<file path="config.mk">
export PLATFORM = sky130hd
export DESIGN_NAME = rsp_rx
export DESIGN_NICKNAME = d
export VERILOG_FILES = /design/src/rtl/rsp_rx.sv
export SDC_FILE = /design/constraint.sdc
export NUM_CORES = 1
export LEC_CHECK = 0
export CORE_ASPECT_RATIO = 1.4
export CORE_MARGIN = 1
export CORE_UTILIZATION = 47
export DETAILED_ROUTE_END_ITERATION = 16
export PLACE_DENSITY_LB_ADDON = 0.25
export SYNTH_ARGS = -nofsm -noshare
export SYNTH_HDL_FRONTEND = slang
export SYNTH_SLANG_ARGS = --single-unit
export TNS_END_PERCENT = 1
</file>
<file path="constraint.sdc">
create_clock -name clk_i -period 1.9 [get_ports clk_i]
set_input_delay 0.285 -clock clk_i [delete_from_list [all_inputs] [get_ports clk_i]]
set_output_delay 0.285 -clock clk_i [all_outputs]
set_load 0.05 [all_outputs]
</file>
<file path="src/rtl/rsp_rx.sv">
// SD CMD-line response receiver: waits for a start bit, deserializes a 48- or 136-bit
// frame on SD-clock enables, checks CRC7 and the end bit, and presents the payload.
module rsp_rx (
    input  logic         clk_i,
    input  logic         rst_i,
    input  logic         clk_en_i,
    input  logic         cmd_i,
    input  logic         long_rsp_i,
    input  logic         start_listening_i,
    output logic         receiving_o,
    output logic         rsp_valid_o,
    output logic         end_bit_err_o,
    output logic         crc_corr_o,
    output logic [119:0] rsp_o
);

    // state      | meaning
    // IDLE       | not armed, outputs hold the last frame
    // WAIT_START | armed, CMD idle high, waiting for a 0 start bit
    // RX         | shifting frame bits, counter = frame bit index
    // DONE       | frame complete, rsp_valid_o high until next enable
    typedef enum logic [1:0] {
        IDLE,
        WAIT_START,
        RX,
        DONE
    } state_e;

    state_e         state_q, state_d;
    logic           long_q, long_d;
    logic [119:0]   rsp_q, rsp_d;
    logic [6:0]     crc_q, crc_d;
    logic [6:0]     rx_crc_q, rx_crc_d;
    logic [7:0]     cnt_q, cnt_d;
    logic           end_err_q, end_err_d;
    logic           crc_ok_q, crc_ok_d;

    // Serial CRC7, generator x^7 + x^3 + 1.
    function automatic logic [6:0] crc7_step(input logic [6:0] crc, input logic b);
        logic fb;
        fb = crc[6] ^ b;
        return {crc[5:3], crc[2] ^ fb, crc[1:0], fb};
    endfunction

    always_comb begin
        state_d   = state_q;
        long_d    = long_q;
        rsp_d     = rsp_q;
        crc_d     = crc_q;
        rx_crc_d  = rx_crc_q;
        cnt_d     = cnt_q;
        end_err_d = end_err_q;
        crc_ok_d  = crc_ok_q;

        case (state_q)
            IDLE, DONE: begin
                if (clk_en_i) begin
                    state_d = IDLE;
                    if (start_listening_i) begin
                        state_d   = WAIT_START;
                        long_d    = long_rsp_i;
                        rsp_d     = '0;
                        crc_d     = '0;
                        rx_crc_d  = '0;
                        cnt_d     = '0;
                        end_err_d = 1'b0;
                        crc_ok_d  = 1'b0;
                    end
                end
            end
            WAIT_START: begin
                if (clk_en_i && !cmd_i) begin
                    state_d = RX;
                    if (long_q) begin
                        cnt_d = 8'd134;
                    end else begin
                        cnt_d = 8'd46;
                        rsp_d = {rsp_q[118:0], cmd_i};
                        crc_d = crc7_step(crc_q, cmd_i);
                    end
                end
            end
            RX: begin
                if (clk_en_i) begin
                    cnt_d = cnt_q - 8'd1;
                    if (cnt_q > 8'd7) begin
                        // Long-frame transmission/reserved bits (134..128) are simply dropped.
                        if (!long_q || cnt_q < 8'd128) begin
                            rsp_d = {rsp_q[118:0], cmd_i};
                            crc_d = crc7_step(crc_q, cmd_i);
                        end
                    end else if (cnt_q != 8'd0) begin
                        rx_crc_d = {rx_crc_q[5:0], cmd_i};
                    end else begin
                        end_err_d = ~cmd_i;
                        crc_ok_d  = (rx_crc_q == crc_q);
                        cnt_d     = '0;
                        state_d   = DONE;
                    end
                end
            end
            default: state_d = IDLE;
        endcase
    end

    always_ff @(posedge clk_i) begin
        if (rst_i) begin
            state_q   <= IDLE;
            long_q    <= 1'b0;
            rsp_q     <= '0;
            crc_q     <= '0;
            rx_crc_q  <= '0;
            cnt_q     <= '0;
            end_err_q <= 1'b0;
            crc_ok_q  <= 1'b0;
        end else begin
            state_q   <= state_d;
            long_q    <= long_d;
            rsp_q     <= rsp_d;
            crc_q     <= crc_d;
            rx_crc_q  <= rx_crc_d;
            cnt_q     <= cnt_d;
            end_err_q <= end_err_d;
            crc_ok_q  <= crc_ok_d;
        end
    end

    assign receiving_o   = (state_q == RX);
    assign rsp_valid_o   = (state_q == DONE);
    assign end_bit_err_o = end_err_q;
    assign crc_corr_o    = crc_ok_q;
    assign rsp_o         = rsp_q;

endmodule

</file>
==> results.ini <==
[status]
outcome = complete, no violations

[worst_setup_path]
slowest_delay_ns = 0.82
regToRegEndpoint = rsp_o[70]$_SDFFE_PP0P_
r2r_slack_ns = 0.04
cp_data_required_time_ns = 1.62
arrival_ns = 1.59
crit_chain = clkdlybuf4s50_1
slowest_stage = clkdlybuf4s50_1
worstPathMaxFanout = 3
r2r_start = cnt_q[4]$_SDFFE_PP0P_
crit_path_end_kind = output pin
critPathBufInv = 1
worst_r2r_path_depth = 5
critical_path_class = flip-flop to output pin
cpLargestDelayFamily = buffers and inverters
cp-start-kind = flip-flop

[floorplanning]
dieArea_um2 = 14300
rows = 50
ios = 130
die_w_um = 101
fp.coreArea_um2 = 13500
start_util_pct = 48.4
die_y_um = 141

[sta]
holdWs_ns = 0.276
hold_viol = 0
tightest_slew_ns = 0.872
setup_violations = 0
setup_tns_ns = 0
fmax_ghz = 0.534
worst_slack_ns = 0.0263
finalCritPeriodShare_pct = 98.6
fin_crit_ns = 1.87
clock_skew_ns = 0.00985
slew_headroom_pct = 41.9
rsz0062_at_grt = true
slew_viol_final = 0

[clock_tree]
cts_max_path_buffers = 2
clk_pin_slew_worst_paths_ns = 0.06
cts-root-buf = clkbuf_16
htree_num_levels = 4
clock-sinks = 147
cts_tree = yes
cts_made_buffers = 17
hold_buffers = 0
clk_latency_ns = 0.41

[global_routing]
grt_max_degree = 90
grt_usage_pct = 26.0
grt_overflow = 0
antenna_found_initial = 0
grt_pass1_wl_mm = 30.0
grt_pass1_vias = 6041

[route]
wl_per_cell_um = 18.9
drc = 0
wl_mm = 19.3
first_iter_violations = 348
detail-route-antenna-nets = 0
vias = 6322
via_per_inst = 6.19
drtPass1Iterations = 5

[hold_path]
hold_path_class = primary input to flip-flop
min_path_cells = 3
hold_start = rst_i
min_to = cnt_q[6]$_SDFFE_PP0P_

[finish]
nFillCells = 1090
final_nets = 837
drive_gt1_share_pct = 11.9
antenna_cells = 0
area_growth_pct = 37.7

[synth]
ys.flop_type = dfxtp_1
seq_area_frac_synth_pct = 45.2
synth_top_family_by_area = compound AO/OA/AOI/OAI gates
synthMuxAreaShare_pct = 0.615
yosys.area.top_type = dfxtp_1
async_flop_share_pct = 0
synth_top_area_share_pct = 45.2
synthSimpleGateAreaFrac_pct = 20.8
netlist_instances = 724
synth_common_cells = dfxtp_1 (147), a21oi_1 (133), nand4b_1 (126), o21ai_0 (126), clkbuf_1 (48)
synth_edf_count = 0
synth-compound-area-share_pct = 24.3
synth_fp_nets = 735
synth_xor_area_share_pct = 1.21
ys_types = 45
avgSynthCellArea_um2 = 8.99
synth-seq-cells = 147
yosysMostFrequentCell = dfxtp_1
synth_area_leaders = dfxtp_1 (45%), nand4b_1 (17%), a21oi_1 (10%)
yosys_warnings = 0
synthAdderAreaFrac_pct = 0.961
syn_area_um2 = 6510

[power_and_ir_drop]
irDropWorstVdd_mv = 0.836
power.density_nw_per_um2 = 1330
p_leak_nw = 4.26

[run]
cap_viol_max_count = 0

[placed_design]
hpwl_mm = 10.9
pre_cts_slack_ns = -0.137
gp_congestion = 0.888
io_buffers = 129

## state kept, by name, summed over array words and instances, names as in the netlist
register and count:
state_q 2, cnt_q 8, rx_crc_q 7, crc_q 7, crc_corr_o 1, rsp_o 120
long_q 1, end_bit_err_o 1
## logic make-up (layout without fill, tap and decap cells)
family,count (synthesis),count (layout)
compound gates,294,295
buf+inv,96,210
simple gates,169,169
xor+xnor,9,9
fa+ha+maj,5,5
mux,4,4
flops,147,147
## worst min-delay path, stage by stage
cell and delay, ns:
buf_4 0.14, a21o_1 0.15, a21oi_1 0.05
## cell usage in the layout, fill, tap and decap left out, types with 3 or more instances in the layout
master / count
mux2i_1: 4
a21o_1: 3
o21ai_1: 21
dlygate4sd2_1: 39
dlymetal6s2s_1: 62
clkbuf_16: 22
dfxtp_1: 145
nor2_1: 9
nand2b_1: 3
buf_4: 26
inv_6: 3
nand2_1: 7
a22o_1: 7
ha_1: 4
a21oi_1: 132
nand3_1: 4
clkdlybuf4s50_1: 22
o21ai_0: 110
or4_1: 3
inv_1: 7
o221ai_1: 3
nand4b_1: 126
xor2_1: 7
clkinvlp_4: 6
buf_12: 10
buf_8: 4
## layer usage
layer / wire length, um / vias up / GRT usage [%]
met3: 1160 / 34 / 6.35
met5: 0 / - / 0
met2: 9730 / 233 / 42.0
met1: 7860 / 3120 / 32.6
met4: 509 / 0 / 11.5
li1: - / 2935 / -
## timing repair
action | CTS | global route
endpoints found under the hold margin | 0 | 0
setup buffers | 0 | 2
pin swaps | 0 | 3
endpoints found under the setup margin | 133 | 199
gates resized for setup | 48 | 93
gates cloned | 0 | 6
## area by class of cell
| class | count | area, um2 | share of cell area, % |
|---|---|---|---|
| multi-input cells | 482 | 3210 | 35.8 |
| flip-flops and latches | 147 | 2950 | 32.9 |
| clock buffers | 19 | 443 | 4.94 |
| clock inverters | 13 | 151 | 1.69 |
| inverters | 8 | 30.0 | 0.335 |
| well taps | 182 | 228 | 2.54 |
| repair buffers | 170 | 1960 | 21.8 |
## stage by stage
step	instance area, um2	power (mW)	utilization [%]	std cells
floorplan	6530	6.46	-	724
global placement	8030	7.74	59.7	981
detailed placement	8030	7.84	59.7	981
CTS	8590	11.3	63.9	1013
global route	8970	12.5	66.7	1021
finish	8970	11.9	66.7	1021
## power by group
part           total [mW]  internal [mW]  switching (mW)
combinational        5.32           2.17            3.14
sequential           3.26           3.17          0.0887
clock                3.36           1.99            1.37
total                11.9           7.33            4.60
## worst max-delay path by stage
| stage | start | end | slack (ns) | depth (start not counted) |
|---|---|---|---|---|
| 4_1_cts | cnt_q[0]$_SDFFE_PP0P_ | cnt_q[5]$_SDFFE_PP0P_ | -0.005 | 6 |
| 6_report | rsp_o[84]$_SDFFE_PP0P_ | rsp_o[84] | 0.03 | 1 |
| 5_1_grt | cnt_q[4]$_SDFFE_PP0P_ | rsp_o[84]$_SDFFE_PP0P_ | -0.06 | 5 |
| 3_3_place_gp | clk_en_i | cnt_q[4]$_SDFFE_PP0P_ | -0.12 | 5 |
| 3_5_place_dp | clk_en_i | cnt_q[4]$_SDFFE_PP0P_ | -0.14 | 5 |
| 2_1_floorplan | state_q[0]$_SDFFE_PP0P_ | cnt_q[4]$_SDFFE_PP0P_ | 0.008 | 7 |
Note: power is estimated with default switching activity, not from simulation.
==> patch (same settings) <==
Add an input register stage for `cmd_i`, `long_rsp_i` and `start_listening_i`; this delays them by one clock.
--- a/src/rtl/rsp_rx.sv
+++ b/src/rtl/rsp_rx.sv
@@ -25,6 +25,16 @@
         RX,
         DONE
     } state_e;
+
+    logic cmd_q;
+    logic long_rsp_q;
+    logic start_listening_q;
+
+    always_ff @(posedge clk_i) begin
+        cmd_q             <= cmd_i;
+        long_rsp_q        <= long_rsp_i;
+        start_listening_q <= start_listening_i;
+    end
 
     state_e         state_q, state_d;
     logic           long_q, long_d;
@@ -56,9 +66,9 @@
             IDLE, DONE: begin
                 if (clk_en_i) begin
                     state_d = IDLE;
-                    if (start_listening_i) begin
+                    if (start_listening_q) begin
                         state_d   = WAIT_START;
-                        long_d    = long_rsp_i;
+                        long_d    = long_rsp_q;
                         rsp_d     = '0;
                         crc_d     = '0;
                         rx_crc_d  = '0;
@@ -69,14 +79,14 @@
                 end
             end
             WAIT_START: begin
-                if (clk_en_i && !cmd_i) begin
+                if (clk_en_i && !cmd_q) begin
                     state_d = RX;
                     if (long_q) begin
                         cnt_d = 8'd134;
                     end else begin
                         cnt_d = 8'd46;
-                        rsp_d = {rsp_q[118:0], cmd_i};
-                        crc_d = crc7_step(crc_q, cmd_i);
+                        rsp_d = {rsp_q[118:0], cmd_q};
+                        crc_d = crc7_step(crc_q, cmd_q);
                     end
                 end
             end
@@ -86,13 +96,13 @@
                     if (cnt_q > 8'd7) begin
                         // Long-frame transmission/reserved bits (134..128) are simply dropped.
                         if (!long_q || cnt_q < 8'd128) begin
-                            rsp_d = {rsp_q[118:0], cmd_i};
-                            crc_d = crc7_step(crc_q, cmd_i);
+                            rsp_d = {rsp_q[118:0], cmd_q};
+                            crc_d = crc7_step(crc_q, cmd_q);
                         end
                     end else if (cnt_q != 8'd0) begin
-                        rx_crc_d = {rx_crc_q[5:0], cmd_i};
+                        rx_crc_d = {rx_crc_q[5:0], cmd_q};
                     end else begin
-                        end_err_d = ~cmd_i;
+                        end_err_d = ~cmd_q;
                         crc_ok_d  = (rx_crc_q == crc_q);
                         cnt_d     = '0;
                         state_d   = DONE;
Check against the original RTL: not equivalent (Yosys sat finds a counterexample within 4 cycles, from zero or initial values and one cycle with rst_i high).
==> patch against the unedited design <==
  * Power grew 13%
  * Area after synthesis grew 7.8%
  * Sequential share of layout area shrank 1.4 points
  * Sequential power grew 2%
  * Sequential cell count grew 3
  * Via count grew 6.6%
  * Critical path depth grew 5
  * Final area grew 6.3%
  * Highest routed layer unchanged
  * Core utilization shrank 0.98 points
  * Count of clock-buffer cells in the layout grew 1
  * Worst hold slack lost 0.11 ns
  * First-iteration DRC count grew 39%
  * Critical path type is now reg -> reg
  * Routed wire length grew 6.5%
  * Setup slack lost 0.026 ns
==> patch: results (changes against the unedited design) <==
* Outcome: completed
* Post-route insts no fill at 1050 (+2.8%)
* Via count at 6738 (+6.6%)
* Number of global-route vias before repair at 6245 (+3.4%)
* DR iter-0 viols at 484 (+39%)
* Dpl cell area at 8740 um2 (+8.8%)
* Global-route wire length before repair at 32600 um (+8.7%)
* Drt wl/cell at 19.5 um (+3.6%)
* Synth top area cells: dfxtp_1 (43%), nand4b_1 (16%), o31ai_1 (14%), a21oi_1 (9.4%), clkbuf_1 (3.8%)
* Layout cells sized above 1 at 0.166 (+0.0469)
* GR Util met2 at 0.432 (+0.0116)
* Number of library cell types mapped by synthesis at 55 (+22%)
* Crit path DAT at 2.21 ns (+0.62 ns)
* Post-DP HPWL at 12600 um (+16%)
* R2r startpoint: cnt_q[0]$_SDFFE_PP0P_
* Worst hold path depth at 2 (-1)
* Met1 Usage GRT at 0.323 (-0.00326)
* Leak Pwr at 0.00438 uW (+2.7%)
* Later-pin clock latency in the skew report at 0.43 ns (+0.02 ns)
* Largest net degree at the start of global routing at 53 (-41%)
* Global routing usage on met3 at 0.0629 (-0.000600)
* Final GP Congestion at 0.945 (+6.4%)
* Worst hold path endpoint: rsp_o[19]$_SDFFE_PP0P_
* Syn nets at 763 (+3.8%)
* Sw power at 5510 uW (+20%)
* Register-to-register path setup slack at 0.0008 ns (-0.04 ns)
-- patch: how the worst max path moves through the flow --
stage / startpoint / end / slack (ns) / depth (start not counted)
4_1_cts: state_q[0]$_SDFFE_PP0P_ / rsp_o[33]$_SDFFE_PP0P_ / -0.004 / 7
6_report: cnt_q[0]$_SDFFE_PP0P_ / cnt_q[6]$_SDFFE_PP0P_ / 0.0008 / 6
3_5_place_dp: clk_en_i / state_q[0]$_SDFFE_PP0P_ / -0.22 / 5
3_3_place_gp: clk_en_i / rsp_o[55]$_SDFFE_PP0P_ / -0.14 / 7
5_1_grt: cnt_q[0]$_SDFFE_PP0P_ / cnt_q[5]$_SDFFE_PP0P_ / -0.07 / 7
2_1_floorplan: state_q[0]$_SDFFE_PP0P_ / rsp_o[28]$_SDFFE_PP0P_ / -0.07 / 9
-- patch: cell type report --
type,instances,area (um2)
clock buffer,20,457
clock inverter,12,175
fill,1193,4980
inverter,8,30.0
multi-input combinational,489,3730
sequential,150,3000
tap,189,236
timing repair buffer,182,1900
-- patch: metrics by stage --
step                setup WS [ns]  power, uW  hold slack, ns
finish                   0.000756      13500           0.163
detailed placement         -0.217       9600           0.477
global placement           -0.144       9560           0.453
CTS                      -0.00395      13200           0.146
floorplan                 -0.0670       7440           0.313
global route              -0.0697      14000           0.151
-- patch: worst max-delay path: stages, from the launching register on --
cell and delay (ns):
dfxtp_1 0.31, inv_1 0.09, ha_1 0.18, or3b_2 0.46, o31a_1 0.25, o311a_1 0.29
a41o_1 0.20
-- patch: layer usage --
| metal | vias to the layer above | share of wire |
|---|---|---|
| li1 | 3138 | - |
| met1 | 3363 | 0.42 |
| met2 | 205 | 0.51 |
| met3 | 32 | 0.054 |
| met4 | 0 | 0.019 |
| met5 | - | 0 |
-- patch: logic make-up after synthesis --
logic type | count (synthesis) | share of synthesized area
buffers and inverters | 113 | 0.0686
AND/OR/NAND/NOR | 171 | 0.196
XOR/XNOR | 9 | 0.0112
adder cells (fa/ha/maj) | 5 | 0.00891
flip-flops | 150 | 0.428
multiplexers | 2 | 0.00285
AO/OA/AOI/OAI | 302 | 0.285
-- patch: power by group through the flow --
stage | clock network, uW | logic [uW] | registers (uW)
after detailed placement | 0 | 6200 | 3400
after global placement | 0 | 6160 | 3400
after global routing | 3800 | 6880 | 3350
after CTS | 3660 | 6260 | 3330
after floorplan | 0 | 4000 | 3440
final | 3600 | 6520 | 3340
-- patch: repair_timing --
item                                    CTS  global route
endpoints found under the setup margin   79           182
pin swaps                                 0             1
hold endpoints to repair                  0             0
gates resized for setup                  74            69
